**src/rtl/mdu_issue_ctrl_if.sv**
```systemverilog
// ============================================================================
// Module   : mdu_issue_ctrl_if
// Brief    : E-stage <-> MDU issue controller handshake bundle.
// Revision : 1.0
// ============================================================================
`default_nettype none

interface mdu_issue_ctrl_if;
  logic       op_valid;
  logic [3:0] op;
  logic       int_req;
  logic       mdu_start;
  logic [2:0] mdu_op;
  logic       hi_we;
  logic       lo_we;
  logic       commit;
  logic       busy;
  logic       stall;
  logic [1:0] rd_sel;

  modport master (
    output op_valid, op, int_req,
    input  mdu_start, mdu_op, hi_we, lo_we, commit, busy, stall, rd_sel
  );

  modport slave (
    input  op_valid, op, int_req,
    output mdu_start, mdu_op, hi_we, lo_we, commit, busy, stall, rd_sel
  );
endinterface

`default_nettype wire

```
**src/rtl/mdu_issue_ctrl.sv**
```systemverilog
// ============================================================================
// Module   : mdu_issue_ctrl
// Brief    : MDU issue/sequencing: start pulses, latency countdown, HI/LO
//            write enables, commit strobe and hazard stall.
// Revision : 1.0
// ============================================================================
`default_nettype none

module mdu_issue_ctrl #(
  parameter int MUL_LAT = 5,
  parameter int DIV_LAT = 10
) (
  input  logic             clk,
  input  logic             reset,
  mdu_issue_ctrl_if.slave  bus
);

  localparam logic [0:0] c_st_idle = 1'b0;
  localparam logic [0:0] c_st_run  = 1'b1;
  localparam logic [3:0] c_mul_lat = 4'(MUL_LAT);
  localparam logic [3:0] c_div_lat = 4'(DIV_LAT);

  logic [0:0] state_q, state_d;
  logic [3:0] cnt_q, cnt_d;

  logic w_is_md;
  logic w_is_start;
  logic w_busy;
  logic w_accept;
  logic w_start;

  always_comb begin
    w_is_md    = (bus.op >= 4'd1) && (bus.op <= 4'd8);
    w_is_start = (bus.op >= 4'd1) && (bus.op <= 4'd4);
    w_busy     = (state_q == c_st_run);
    w_accept   = bus.op_valid && !bus.int_req && !w_busy && w_is_md;
    w_start    = w_accept && w_is_start;

    bus.mdu_start = w_start;
    bus.mdu_op    = 3'b000;
    if (w_start) begin
      case (bus.op)
        4'd1:    bus.mdu_op = 3'b001;
        4'd2:    bus.mdu_op = 3'b000;
        4'd3:    bus.mdu_op = 3'b011;
        4'd4:    bus.mdu_op = 3'b010;
        default: bus.mdu_op = 3'b000;
      endcase
    end

    bus.hi_we  = w_accept && (bus.op == 4'd5);
    bus.lo_we  = w_accept && (bus.op == 4'd6);
    bus.rd_sel = 2'b00;
    if (w_accept && (bus.op == 4'd7)) bus.rd_sel = 2'b01;
    if (w_accept && (bus.op == 4'd8)) bus.rd_sel = 2'b10;

    // Commit lands in the final busy cycle, so a waiting op issues the next cycle.
    bus.commit = w_busy && (cnt_q == 4'd1);
    bus.busy   = w_busy;
    bus.stall  = bus.op_valid && w_is_md && w_busy;

    state_d = state_q;
    cnt_d   = cnt_q;
    if (w_busy) begin
      if (cnt_q == 4'd1) begin
        state_d = c_st_idle;
        cnt_d   = 4'd0;
      end else begin
        cnt_d = cnt_q - 4'd1;
      end
    end else if (w_start) begin
      state_d = c_st_run;
      cnt_d   = (bus.op <= 4'd2) ? c_mul_lat : c_div_lat;
    end
  end

  always_ff @(posedge clk) begin
    if (reset) begin
      state_q <= c_st_idle;
      cnt_q   <= 4'd0;
    end else begin
      state_q <= state_d;
      cnt_q   <= cnt_d;
    end
  end

endmodule

`default_nettype wire

```
**src/flat_wrapper.sv**
```systemverilog
// flat-port wrapper written by rule: the top's interface ports become plain ports
module mdu_issue_ctrl_flat 
#(
  parameter int MUL_LAT = 5,
  parameter int DIV_LAT = 10
)
  (clk, reset, bus_op_valid, bus_op, bus_int_req, bus_mdu_start, bus_mdu_op, bus_hi_we, bus_lo_we, bus_commit, bus_busy, bus_stall, bus_rd_sel);
  mdu_issue_ctrl_if bus_i ();
  input  logic clk;
  input  logic reset;
  input wire logic [$bits(bus_i.op_valid)-1:0] bus_op_valid;
  input wire logic [$bits(bus_i.op)-1:0] bus_op;
  input wire logic [$bits(bus_i.int_req)-1:0] bus_int_req;
  output wire logic [$bits(bus_i.mdu_start)-1:0] bus_mdu_start;
  output wire logic [$bits(bus_i.mdu_op)-1:0] bus_mdu_op;
  output wire logic [$bits(bus_i.hi_we)-1:0] bus_hi_we;
  output wire logic [$bits(bus_i.lo_we)-1:0] bus_lo_we;
  output wire logic [$bits(bus_i.commit)-1:0] bus_commit;
  output wire logic [$bits(bus_i.busy)-1:0] bus_busy;
  output wire logic [$bits(bus_i.stall)-1:0] bus_stall;
  output wire logic [$bits(bus_i.rd_sel)-1:0] bus_rd_sel;
  assign bus_i.op_valid = bus_op_valid;
  assign bus_i.op = bus_op;
  assign bus_i.int_req = bus_int_req;
  assign bus_mdu_start = bus_i.mdu_start;
  assign bus_mdu_op = bus_i.mdu_op;
  assign bus_hi_we = bus_i.hi_we;
  assign bus_lo_we = bus_i.lo_we;
  assign bus_commit = bus_i.commit;
  assign bus_busy = bus_i.busy;
  assign bus_stall = bus_i.stall;
  assign bus_rd_sel = bus_i.rd_sel;
  mdu_issue_ctrl #(.MUL_LAT(MUL_LAT), .DIV_LAT(DIV_LAT)) u_core (.clk(clk), .reset(reset), .bus(bus_i));
endmodule
```
**config.mk**
```make
export PLATFORM = sky130hd
export DESIGN_NAME = mdu_issue_ctrl_flat
export DESIGN_NICKNAME = d
export VERILOG_FILES = /design/src/rtl/mdu_issue_ctrl_if.sv /design/src/rtl/mdu_issue_ctrl.sv /design/src/flat_wrapper.sv
export SDC_FILE = /design/constraint.sdc
export NUM_CORES = 1
export LEC_CHECK = 0
export CORE_MARGIN = 2
export CORE_UTILIZATION = 40
export DETAILED_ROUTE_END_ITERATION = 12
export PLACE_DENSITY = 0.84
export SYNTH_ARGS = -nofsm -noshare
export SYNTH_HDL_FRONTEND = slang
export SYNTH_SLANG_ARGS = --single-unit
```
**constraint.sdc**
```tcl
create_clock -name clk -period 5.4 [get_ports clk]
set_clock_uncertainty 0.15 [all_clocks]
set_input_delay 1.35 -clock clk [delete_from_list [all_inputs] [get_ports clk]]
set_output_delay 1.35 -clock clk [all_outputs]
set_load 0.01 [all_outputs]
```
==> results.toml, run 1 <==
[status]
outcome = "finished, final reports clean"

[sta]
relSlewSlack = 0.565
fin_crit_ps = 4800
period_share = 0.888
hold_ws_ps = 406
max_clock_freq_mhz = 208
finalSetupViolations = 0
hold_viol_final = 0
tightest_slew_ps = 636
drv_slew = 0
fin_setup_tns_ps = 0
rsz0062_at_grt = "no"

[grt]
grt_overflow = 0
use_met1 = 0.248
grt_busiest_layer = "met2"
antenna_found_initial = 0
groute.usage.overall = 0.179
use_met2 = 0.266
grt_use_met3 = 0.0500
grt_max_degree = 16
grt_pass1_wl_um = 1930
grt_pass1_vias = 437

[yosys]
synthMuxAreaShare = 0.0193
synth_compound_area_frac = 0.270
synth-xor-area-share = 0.0337
syn_nets = 74
synthesis.area_um2 = 519
yosysWarnings = 0
yosysSeqAreaShare = 0.193
synth_fa_ha_area_frac = 0.0482
async_reset_ff_frac = 0
avgSynthCellArea_um2 = 8.11
ys_seq_elements = 5
synth_top_family_by_area = "simple AND/OR/NAND/NOR gates"
ys_top_cells_by_count = "dfxtp_1 (5), inv_1 (5), nand2_1 (4), nor2_1 (4), nor3_1 (4)"
ys.flop_type = "dfxtp_1"
syn_inst = 64
synth_cell_type_count = 37
synth_edf_count = 0
synth_top_area_cell = "dfxtp_1"
synth_area_leaders = "dfxtp_1 (19%), ha_1 (4.8%), buf_6 (4.3%)"
synthSimpleGateAreaFrac = 0.311
synth_top_area_frac = 0.193

[clock_network]
cts_buffer_depth = 2
clockRootBuffer = "clkbuf_4"
numCtsBuffers = 3
cts.sinks = 5
post_cts.repair.setup_buffers = 0
tritoncts = "done"
insertion_delay_ps = 250
cts_max_level = 1
path_clk_slew_ps = 40
cts-resized-gates = 0
postCtsHoldBufs = 0

[route]
vias = 527
ant_nets = 0
routed_wirelength_um = 1170
drt-pass1-iter-count = 4
first_iter_violations = 12
routed_via_density = 5.61
drc = 0
wl_per_cell_um = 12.4

[setup_path]
critPathKind = "in -> out"
r2r_cells = 3
regToRegEndpoint = "u_core.cnt_q[0]"
worst_setup_path_start_kind = "primary input"
max_stage_delay_ps = 570
critPathMaxFanout = 9
arrival_ps = 3300
crit_path_frequent_cell = "clkdlybuf4s50_1"
r2r-start = "u_core.bus.busy"
required_ps = 3900
crit_start = "bus_op[0]"
path_cells = "clkdlybuf4s50_1 > o21ai_0 > and3_4 > clkdlybuf4s50_1"
crit_path_top_delay_cell = "o21ai_0"
crit_path_end_kind = "primary output"
r2r_slack_ps = 3700

[power_and_ir_drop]
leakage_nw = 0.252
powerDensity_nw_per_um2 = 175
peakVddDrop_v = 0.000105

[place]
globalplace.congestion = 0.819
dpl-instance-area_um2 = 672
hpwl_um = 900
dp_cells = 90
port_buffers = 17

[worst_hold_path]
worstHoldStart = "u_core.cnt_q[1]"
whs_endpoint = "u_core.cnt_q[1]"
hold_path_class = "reg -> reg"
whs_path_depth = 1

[final_layout]
n_fill_cell = 111
layout.nets = 91
antenna_cells = 0
final_cells = 94
fin_area_um2 = 698
drive_above_1_share = 0.138
synthToLayoutAreaGrowth_pct = 34.5

[die]
chipWidth_um = 40.0
initial_core_util = 0.449
rows = 12
design.core.area_um2 = 1160
pin_count = 19
fp.dieH_um = 40.0
die_area_um2 = 1600

[flow_run]
max_cap_viol_count = 0
final cells by class:
cell class / instances / area [um^2] / share of cell area
multi-input combinational: 48 / 358 / 0.513
timing repair buffer: 18 / 178 / 0.254
sequential: 5 / 100 / 0.143
clock buffer: 4 / 26.3 / 0.0376
inverter: 5 / 18.8 / 0.0269
tap: 14 / 17.5 / 0.0251
metrics by stage:
stage / setup WS, ps / total power [W] / util
final: 603 / 0.000122 / 0.604
after global routing: 492 / 0.000129 / 0.604
after CTS: 585 / 0.000123 / 0.604
after detailed placement: 586 / 0.0000772 / 0.581
after global placement: 604 / 0.0000767 / 0.581
after floorplan: 1610 / 0.0000663 / -
state kept, by name (all words and copies together), names as in the netlist:
register,cells
u_core.bus.busy,1
u_core.cnt_q,4
layout by cell type, fill, tap and decap left out, types with 2 or more instances in the layout:
| cell | instances |
|---|---|
| clkdlybuf4s50_1 | 17 |
| inv_1 | 5 |
| dfxtp_1 | 5 |
| nor2_1 | 4 |
| nand2_1 | 4 |
| nor3_1 | 4 |
| a31oi_1 | 3 |
| clkbuf_4 | 3 |
| and3_1 | 2 |
| nor3b_1 | 2 |
| xor2_1 | 2 |
| or3b_2 | 2 |
| a31o_1 | 2 |
| a311oi_1 | 2 |
| ha_1 | 2 |
kinds of logic after synthesis:
logic type | Yosys count
xor gates and xnor gates | 2
muxes | 1
other | 1
buffers and inverters | 11
DFF | 5
and+or+nand+nor | 25
AOI/OAI and AO/OA | 17
adders and majority gates | 2
power breakdown:
group / leakage, nW / switching [W] / internal, W
sequential: 0.0407 / 0.00000315 / 0.0000393
clock: 0.0150 / 0.0000170 / 0.0000280
combinational: 0.196 / 0.0000169 / 0.0000178
how the worst max path moves through the flow:
stage | cells after the start | endpoint | slack (ps)
after global placement | 5 | bus_hi_we | 600
after floorplan | 5 | bus_stall | 1610
final | 4 | bus_mdu_start | 600
after detailed placement | 5 | bus_hi_we | 590
after CTS | 5 | bus_hi_we | 580
after global routing | 4 | bus_mdu_start | 490
worst max-delay path, delay by kind of cell:
| family | cells | cell delay (ps) |
|---|---|---|
| AND/OR/NAND/NOR | 1 | 300 |
| buffers and inverters | 2 | 1080 |
| AO/OA/AOI/OAI | 1 | 570 |
metal layers:
layer  vias up  share of wire
li1        272              -
met1       236           0.50
met2        16           0.44
met3         3          0.043
met4         0          0.014
met5         -              0
Note: power is estimated with default switching activity, not from simulation.
==> run 2, diff against run 1 <==
==> constraint.sdc (replaced) <==
create_clock -name clk -period 6.22 [get_ports clk]
set_clock_uncertainty 0.15 [all_clocks]
set_input_delay 1.555 -clock clk [delete_from_list [all_inputs] [get_ports clk]]
set_output_delay 1.555 -clock clk [all_outputs]
set_load 0.01 [all_outputs]
==> run 2 against run 1 <==
Effect of this change:
- global-route usage rose by 1.1 points
- via count rose by 1.1%
- power is 14% lower
- routed wire length shrank 0.60%
- sequential share of layout area up 0.13 points
- core utilization down 0.54 points
- register-to-register slack improved by 830 ps
- sequential power is 13% lower
- combinational power shrank 14%
- critical path depth did not move
- critical endpoint unchanged
- largest cell class unchanged
==> results.toml, run 2 (synthesized netlist as in run 1, its figures left out) <==
[status]
outcome = "finished, final reports clean"

[final_layout]
final_cell_mix = "clkdlybuf4s50_1 (17), inv_1 (5), dfxtp_1 (5)"
final_common_cell = "clkdlybuf4s50_1"
fin_area_um2 = 692
antenna_cells = 0
largest_reg_flops = 4
drive_above_1_share = 0.139
synthToLayoutAreaGrowth_pct = 33.3
top_register = "u_core.cnt_q"
postLayoutCoreUtil = 0.598
final_cells = 93
layout.nets = 90

[sta]
rsz0062_at_grt = "no"
period_share = 0.845
hold_viol_final = 0
fin_crit_ps = 5250
fin_setup_tns_ps = 0
tightest_slew_ps = 636
relSlewSlack = 0.565
drv_slew = 0
finalSetupViolations = 0
max_clock_freq_mhz = 190

[clock_network]
post_cts.repair.setup_buffers = 0
postCtsHoldBufs = 0
numCtsBuffers = 3
cts_buffer_depth = 2
cts-resized-gates = 0
cts_max_level = 1
path_clk_slew_ps = 50
tritoncts = "done"
insertion_delay_ps = 250
cts.sinks = 5
clockRootBuffer = "clkbuf_4"

[setup_path]
arrival_ps = 3550
max_stage_delay_ps = 600
required_ps = 4510
worst_setup_path_start_kind = "primary input"
critPathKind = "in -> out"
crit_path_end_kind = "primary output"
crit_path_top_delay_cell = "o21ai_0"
cpLargestDelayFamily = "buffers and inverters"
crit_path_frequent_cell = "clkdlybuf4s50_1"
path_cells = "clkdlybuf4s50_1 > o21ai_0 > and3_4 > clkdlybuf4s50_1"
cp_num_buf_inv = 2
critPathMaxFanout = 9

[grt]
grt_overflow = 0
grt_max_degree = 16
grt_pass1_vias = 464
grt_pass1_wl_um = 1970
antenna_found_initial = 0
groute.usage.overall = 0.190

[route]
first_iter_violations = 10
drc = 0
routed_via_density = 5.73
drt-pass1-iter-count = 4
ant_nets = 0
vias = 533
wl_per_cell_um = 12.5
routed_wirelength_um = 1160

[die]
chipWidth_um = 40.0
die_area_um2 = 1600
fp.dieH_um = 40.0
rows = 12
pin_count = 19
initial_core_util = 0.449
design.core.area_um2 = 1160

[place]
dp_cells = 89
hpwl_um = 916
dpl-instance-area_um2 = 664
port_buffers = 17
globalplace.congestion = 0.806

[flow_run]
max_cap_viol_count = 0

[power_and_ir_drop]
swShare = 0.306
peakVddDrop_v = 0.000106
p_sw_w = 0.0000319
p_comb_frac = 0.284
p_seq_frac = 0.352
leakage_nw = 0.250
clkPwrFrac = 0.364
p_int_w = 0.0000726
powerDensity_nw_per_um2 = 151

[worst_hold_path]
hold_path_class = "reg -> reg"
run 2: cell count changes in the layout (fill, tap and decap cells not counted), sizes merged:
| cell | previous run | this run |
|---|---|---|
| clkbuf | 4 | 3 |
| buf | 1 | 0 |
| clkinv | 0 | 1 |
run 2: power by group through the flow:
stage	Sequential [W]	Combinational, W	Clock [W]
finish	0.0000368	0.0000297	0.0000381
CTS	0.0000367	0.0000296	0.0000398
global placement	0.0000373	0.0000292	0
floorplan	0.0000363	0.0000212	0
detailed placement	0.0000373	0.0000295	0
global route	0.0000372	0.0000330	0.0000440
run 2: final cells by class:
class                           instances  area [um^2]
Fill cell                              97          464
Multi-Input combinational cell         48          358
Timing Repair Buffer                   17          170
Sequential cell                         5          100
Clock buffer                            3         22.5
Inverter                                5         18.8
Tap cell                               14         17.5
Clock inverter                          1         5.00
run 2: final timing paths:
| path | startpoint | endpoint | slack [ps] | cells after the start |
|---|---|---|---|---|
| hold reg to reg | u_core.cnt_q[1] | u_core.cnt_q[1] | 390 | 1 |
| setup / recovery | bus_op[0] | bus_mdu_start | 970 | 4 |
| hold / removal | u_core.cnt_q[1] | u_core.cnt_q[1] | 390 | 1 |
| setup reg to reg | u_core.bus.busy | u_core.cnt_q[0] | 4530 | 3 |
run 2: per-layer routing:
layer	global-route usage	share of wire	vias to the layer above
li1	-	-	267
met1	0.243	0.49	248
met2	0.274	0.44	13
met3	0.0667	0.045	5
met4	0.103	0.030	0
met5	0	0	-
run 2: stage by stage:
step | worst slack, ps | hold slack, ps | total power, W
2_1_floorplan | 2020 | 356 | 0.0000575
3_3_place_gp | 996 | 382 | 0.0000665
3_5_place_dp | 999 | 385 | 0.0000668
4_1_cts | 995 | 397 | 0.000106
5_1_grt | 836 | 448 | 0.000114
6_report | 965 | 389 | 0.000105
run 2: worst register-to-register path: stages (launching register included):
cell	delay, ps
dfxtp_1	450
a2111oi_0	660
a31oi_1	110
a211oi_2	240
